File: src/rtl/imm_gen_pipe.sv
// imm_gen_pipe: registered immediate generator for the decode stage.
// Decodes the RV32I/RV64I immediate formats (I, S, B, U, J), the CSR zimm
// and the shift amount, then carries each immediate with a sideband tag
// through a 2-entry skid buffer with valid/ready on both sides.
// Optional feature macro: IMM_GEN_ILLEGAL_CHK_EN (adds the imm_err output).
module imm_gen_pipe #(
    parameter int XLEN  = 32,
    parameter int TAG_W = 8
) (
    input  logic             clk,
    input  logic             rst_n,
    input  logic             in_valid,
    output logic             in_ready,
    input  logic [31:0]      instr,
    input  logic [2:0]       imm_src,
    input  logic [TAG_W-1:0] tag_in,
    input  logic             flush,
    output logic             out_valid,
    input  logic             out_ready,
    output logic [XLEN-1:0]  imm_out,
    output logic [TAG_W-1:0] tag_out
`ifdef IMM_GEN_ILLEGAL_CHK_EN
    ,
    output logic             imm_err
`endif
);

`ifdef IMM_GEN_ILLEGAL_CHK_EN
    localparam int CHK_W = 1;
`else
    localparam int CHK_W = 0;
`endif
    // One buffer entry is {err (if present), tag, immediate}.
    localparam int EW = XLEN + TAG_W + CHK_W;

    typedef enum logic [1:0] {
        ST_EMPTY = 2'b00,
        ST_ONE   = 2'b01,
        ST_FULL  = 2'b10
    } occ_e;

    // Build the extended immediate: fill with the sign (or zero) first,
    // then overwrite the low bits with the format's field layout.
    function automatic logic [XLEN-1:0] decode_imm(input logic [31:0] ins,
                                                   input logic [2:0]  src);
        logic [XLEN-1:0] r;
        r = {XLEN{1'b0}};
        case (src)
            3'b000: begin
                r       = {XLEN{ins[31]}};
                r[11:0] = ins[31:20];
            end
            3'b001: begin
                r       = {XLEN{ins[31]}};
                r[11:0] = {ins[31:25], ins[11:7]};
            end
            3'b010: begin
                r       = {XLEN{ins[31]}};
                r[12:0] = {ins[31], ins[7], ins[30:25], ins[11:8], 1'b0};
            end
            3'b011: begin
                r       = {XLEN{ins[31]}};
                r[31:0] = {ins[31:12], 12'h000};
            end
            3'b100: begin
                r       = {XLEN{ins[31]}};
                r[20:0] = {ins[31], ins[19:12], ins[20], ins[30:21], 1'b0};
            end
            3'b101: begin
                r[4:0] = ins[19:15];
            end
            3'b110: begin
                if (XLEN == 32) begin
                    r[4:0] = ins[24:20];
                end else begin
                    r[5:0] = ins[25:20];
                end
            end
            default: begin
                r = {XLEN{1'b0}};
            end
        endcase
        return r;
    endfunction

`ifdef IMM_GEN_ILLEGAL_CHK_EN
    // Reserved format, or a shift amount of 32..63 on a 32-bit datapath.
    function automatic logic illegal_imm(input logic [31:0] ins,
                                         input logic [2:0]  src);
        logic e;
        e = 1'b0;
        if (src == 3'b111) begin
            e = 1'b1;
        end else if ((XLEN == 32) && (src == 3'b110) && ins[25]) begin
            e = 1'b1;
        end else begin
            e = 1'b0;
        end
        return e;
    endfunction
`endif

    occ_e          state_r, state_nxt_s;
    logic          out_valid_r, out_valid_nxt_s;
    logic [EW-1:0] head_r, head_nxt_s;
    logic [EW-1:0] tail_r, tail_nxt_s;
    logic [EW-1:0] new_entry_s;
    logic          in_ready_s;
    logic          accept_s;
    logic          pop_s;

`ifdef IMM_GEN_ILLEGAL_CHK_EN
    assign new_entry_s = {illegal_imm(instr, imm_src), tag_in, decode_imm(instr, imm_src)};
`else
    assign new_entry_s = {tag_in, decode_imm(instr, imm_src)};
`endif

    // Input is refused during reset, during a flush, and when both slots are used.
    assign in_ready_s = rst_n && !flush && (state_r != ST_FULL);
    assign accept_s   = in_valid && in_ready_s;
    assign pop_s      = out_valid_r && out_ready;

    // Next occupancy and slot contents; the head slot always drives the outputs.
    always_comb begin
        state_nxt_s     = state_r;
        out_valid_nxt_s = out_valid_r;
        head_nxt_s      = head_r;
        tail_nxt_s      = tail_r;
        if (flush) begin
            state_nxt_s     = ST_EMPTY;
            out_valid_nxt_s = 1'b0;
        end else begin
            case (state_r)
                ST_EMPTY: begin
                    if (accept_s) begin
                        head_nxt_s      = new_entry_s;
                        state_nxt_s     = ST_ONE;
                        out_valid_nxt_s = 1'b1;
                    end else begin
                        state_nxt_s = ST_EMPTY;
                    end
                end
                ST_ONE: begin
                    if (accept_s && pop_s) begin
                        head_nxt_s = new_entry_s;
                    end else if (accept_s) begin
                        tail_nxt_s  = new_entry_s;
                        state_nxt_s = ST_FULL;
                    end else if (pop_s) begin
                        state_nxt_s     = ST_EMPTY;
                        out_valid_nxt_s = 1'b0;
                    end else begin
                        state_nxt_s = ST_ONE;
                    end
                end
                ST_FULL: begin
                    if (pop_s) begin
                        head_nxt_s  = tail_r;
                        state_nxt_s = ST_ONE;
                    end else begin
                        state_nxt_s = ST_FULL;
                    end
                end
                default: begin
                    state_nxt_s     = ST_EMPTY;
                    out_valid_nxt_s = 1'b0;
                end
            endcase
        end
    end

    // State and slot registers; reset clears everything, including the outputs.
    always_ff @(posedge clk) begin
        if (!rst_n) begin
            state_r     <= ST_EMPTY;
            out_valid_r <= 1'b0;
            head_r      <= {EW{1'b0}};
            tail_r      <= {EW{1'b0}};
        end else begin
            state_r     <= state_nxt_s;
            out_valid_r <= out_valid_nxt_s;
            head_r      <= head_nxt_s;
            tail_r      <= tail_nxt_s;
        end
    end

    assign in_ready  = in_ready_s;
    assign out_valid = out_valid_r;
    assign imm_out   = head_r[XLEN-1:0];
    assign tag_out   = head_r[XLEN +: TAG_W];
`ifdef IMM_GEN_ILLEGAL_CHK_EN
    assign imm_err   = head_r[EW-1];
`endif

endmodule

File: config.mk
export PLATFORM = sky130hd
export DESIGN_NAME = imm_gen_pipe
export DESIGN_NICKNAME = d
export VERILOG_FILES = /design/src/rtl/imm_gen_pipe.sv
export SDC_FILE = /design/constraint.sdc
export NUM_CORES = 1
export LEC_CHECK = 0
export ABC_AREA = 0
export BUFFER_PORTS_ARGS = -buffer_cell sky130_fd_sc_hd__buf_2
export CORE_ASPECT_RATIO = 1.1
export CORE_MARGIN = 2
export CORE_UTILIZATION = 40
export CTS_BUF_LIST = sky130_fd_sc_hd__clkbuf_8
export CTS_CLUSTER_SIZE = 25
export DETAILED_ROUTE_END_ITERATION = 8
export GPL_TIMING_DRIVEN = 0
export PLACE_DENSITY_LB_ADDON = 0.12
export SYNTH_ARGS = -nofsm -noshare
export SYNTH_HDL_FRONTEND = slang
export SYNTH_SLANG_ARGS = --single-unit
export TNS_END_PERCENT = 50
File: constraint.sdc
create_clock -name clk -period 2.1 [get_ports clk]
set_input_delay 0.525 -clock clk [delete_from_list [all_inputs] [get_ports clk]]
set_output_delay 0.525 -clock clk [all_outputs]
set_load 0.01 [all_outputs]
==> results.yml <==
power_and_ir_drop:
  peakVddDrop_mv: 0.322
  p_sw_w: 0.000902
  p_int_w: 0.00235
  power.leakage_nw: 1.92
  swShare_pct: 27.7
  p_comb_share_pct: 13.7
  clkPwrFrac_pct: 35.9
  power_frac_seq_pct: 50.3
  p_per_area_nw_per_um2: 685
worst_setup_path:
  critical_path_cell_count: 5
  reg2regPathDepth: 6
  path_delay_family: "buffers and inverters"
  path_class: "flop to primary output"
  cpPeakStageDelay_ns: 0.31
  cp-start-kind: "flop"
  critical_path_arrival_ns: 1.51
  path_max_fanout: 10
  crit_required_ns: 1.57
  cp_common_cell: "buf_2"
  cp-end-kind: "primary output"
  crit_slowest_cell: "dfxtp_1"
  crit_chain: "buf_2 -> nor2b_2 -> buf_4 -> nor2_1 -> buf_2"
  critPathBufInv: 3
cells_and_area:
  diodes: 0
  areaGrowthSynthToFinish_pct: 19.0
  fin_nets: 621
  utilization_pct: 48.5
  drive_gt1_share_pct: 20.9
timing:
  slew_headroom_pct: 41.4
  fmax_mhz: 492
  hold_violations: 0
  skew_ns: 0.00706
  maxSlewViolCount: 0
  fin_ws_ns: 0.0691
  setup_viol: 0
  timing.hold.ws_ns: 0.403
  min_period_over_period_pct: 96.7
  max_slew.worst_pin.slew_ns: 0.871
  grt_setup_unrepaired: "true"
  fin_crit_ns: 2.03
  fin_setup_tns_ns: 0
die:
  start_util_pct: 40.8
  pin_count: 90
  dieArea_sq_um: 10800
  dieWidth_microns: 99.3
  rows: 38
  core_area_sq_um: 9790
  fp.dieH_microns: 109
clock_tree:
  max-clock-path-buffers: 2
  clkTransAtPathRegs_ns: 0.09
  cts_tree: "done"
  cts_buffers: 9
  clk_latency_ns: 0.36
  clock_sinks: 83
  cts_root_buf: "clkbuf_8"
  htree_levels: 3
global_routing:
  grt_overflow: 0
  antenna_found_initial: 0
  grt_max_degree: 14
  grt_usage_pct: 22.7
  grt_pass1_vias: 3779
  grt_pass1_wl_mm: 19.3
placed_design:
  gp_congestion: 0.815
  dp_hpwl_mm: 8.98
  port_buffers: 79
  pre_cts_ws_ns: -0.229
outcome:
  status: "completed"
logic_synthesis:
  synth_edf_count: 0
  yosysTopAreaCell: "dfxtp_1"
  synth_seq_area_share_pct: 41.6
  synthDistinctLibCells: 42
  syn_nets: 531
  synth_top_area_share_pct: 41.6
  synthTopCellsByArea: "dfxtp_1 (42%), a21oi_1 (7.9%), nand2_1 (5.4%), o21ai_0 (4.4%), o211ai_1 (3.4%)"
  synth_area_sq_um: 3990
  synth-seq-cells: 83
  synth.most_common_cell: "dfxtp_1"
  synthCells: 483
  yosys_warnings: 0
  synth_area_per_cell_sq_um: 8.27
  synthTopCellsByCount: "dfxtp_1 (83), a21oi_1 (63), nand2_1 (57), nor2_1 (35), o21ai_0 (35)"
  synthFlopType: "dfxtp_1"
  ys_async_sr_fraction_pct: 0
route:
  drtAntennaViolNets: 0
  post_drt_wl_per_cell_microns: 17.7
  wl_mm: 12.3
  drt-initial-drc-count: 217
  firstDrtPassIters: 7
  vias_per_cell: 5.80
  vias: 4050
  drcViolationCount: 0
hold_path:
  hold_depth: 3
  hp-class: "primary input to flop"
run:
  cap_viol_max_count: 0
==> cells by family after synthesis <==
logic type / synth area share, %
AO/OA/AOI/OAI: 29.8
adder cells (fa/ha/maj): 0.783
buffers and inverters: 6.05
flip-flops: 41.6
multiplexers: 1.50
AND/OR/NAND/NOR: 20.3
==> sequential cells by signal, indices dropped and copies added, names as in the netlist <==
| name | flops |
|---|---|
| tail_r | 40 |
| state_r | 2 |
| head_r | 40 |
| out_valid | 1 |
==> cells in the final DEF (no fill, tap or decap), types with 4 or more instances in the layout <==
cell type / instances
a2111oi_0: 7
a211oi_1: 9
a21oi_1: 63
a22o_1: 8
a22oi_1: 6
a311oi_1: 15
and4b_1: 9
buf_2: 92
clkbuf_1: 28
clkbuf_8: 10
dfxtp_1: 83
inv_1: 9
mux2i_1: 6
nand2_1: 57
nand3_1: 8
nand3b_1: 4
nor2_1: 35
nor4_1: 11
nor4bb_1: 10
o2111ai_1: 5
o211ai_1: 18
o21ai_0: 35
o31ai_1: 11
==> path summary, 6_finish.rpt <==
| path | startpoint | to | slack (ns) |
|---|---|---|---|
| setup / recovery | state_r[1] | in_ready | 0.07 |
| hold / removal | tag_in[7] | tail_r[39] | 0.40 |
| setup reg to reg | out_valid | tail_r[3] | 0.11 |
| hold reg to reg | tail_r[36] | tail_r[36] | 0.46 |
==> area by class of cell <==
| class | instances | area (sq um) |
|---|---|---|
| buffer | 50 | 223 |
| clock buffer | 10 | 138 |
| clock inverter | 6 | 57.6 |
| fill | 1017 | 5040 |
| inverter | 7 | 26.3 |
| multi-input combinational | 343 | 2100 |
| sequential | 83 | 1660 |
| tap | 120 | 150 |
| timing repair buffer | 79 | 395 |
==> power groups by stage <==
stage	registers, W	logic [W]	clock network [W]
after floorplan	0.00169	0.000252	0
after global placement	0.00167	0.000436	0
after detailed placement	0.00167	0.000440	0
after CTS	0.00164	0.000442	0.00119
after global routing	0.00164	0.000493	0.00126
final	0.00164	0.000446	0.00117
==> stage by stage <==
stage / instances / cell area, sq um / power (W)
floorplan: 483 / 3990 / 0.00194
global placement: 682 / 4540 / 0.00211
detailed placement: 682 / 4540 / 0.00211
CTS: 698 / 4740 / 0.00327
global route: 698 / 4750 / 0.00340
finish: 698 / 4750 / 0.00325
==> timing repair <==
item | in CTS | in global routing
setup buffers | 0 | 0
hold buffers | 0 | 0
endpoints found under the setup margin | 1 | 32
resized for setup | 3 | 10
endpoints found under the hold margin | 0 | 0
==> worst min-delay path, delay by kind of cell <==
family	cells	cell delay (ns)
simple gates	1	0.05
buf+inv	1	0.11
compound gates	1	0.05
==> routing by layer <==
| metal | vias to the layer above | GRT usage (%) | wire (microns) |
|---|---|---|---|
| li1 | 1990 | - | - |
| met1 | 1926 | 30.3 | 5680 |
| met2 | 118 | 37.4 | 5820 |
| met3 | 16 | 4.29 | 641 |
| met4 | 0 | 7.14 | 181 |
| met5 | - | 0 | 0 |
No activity file was read; power rests on OpenSTA's default activity.
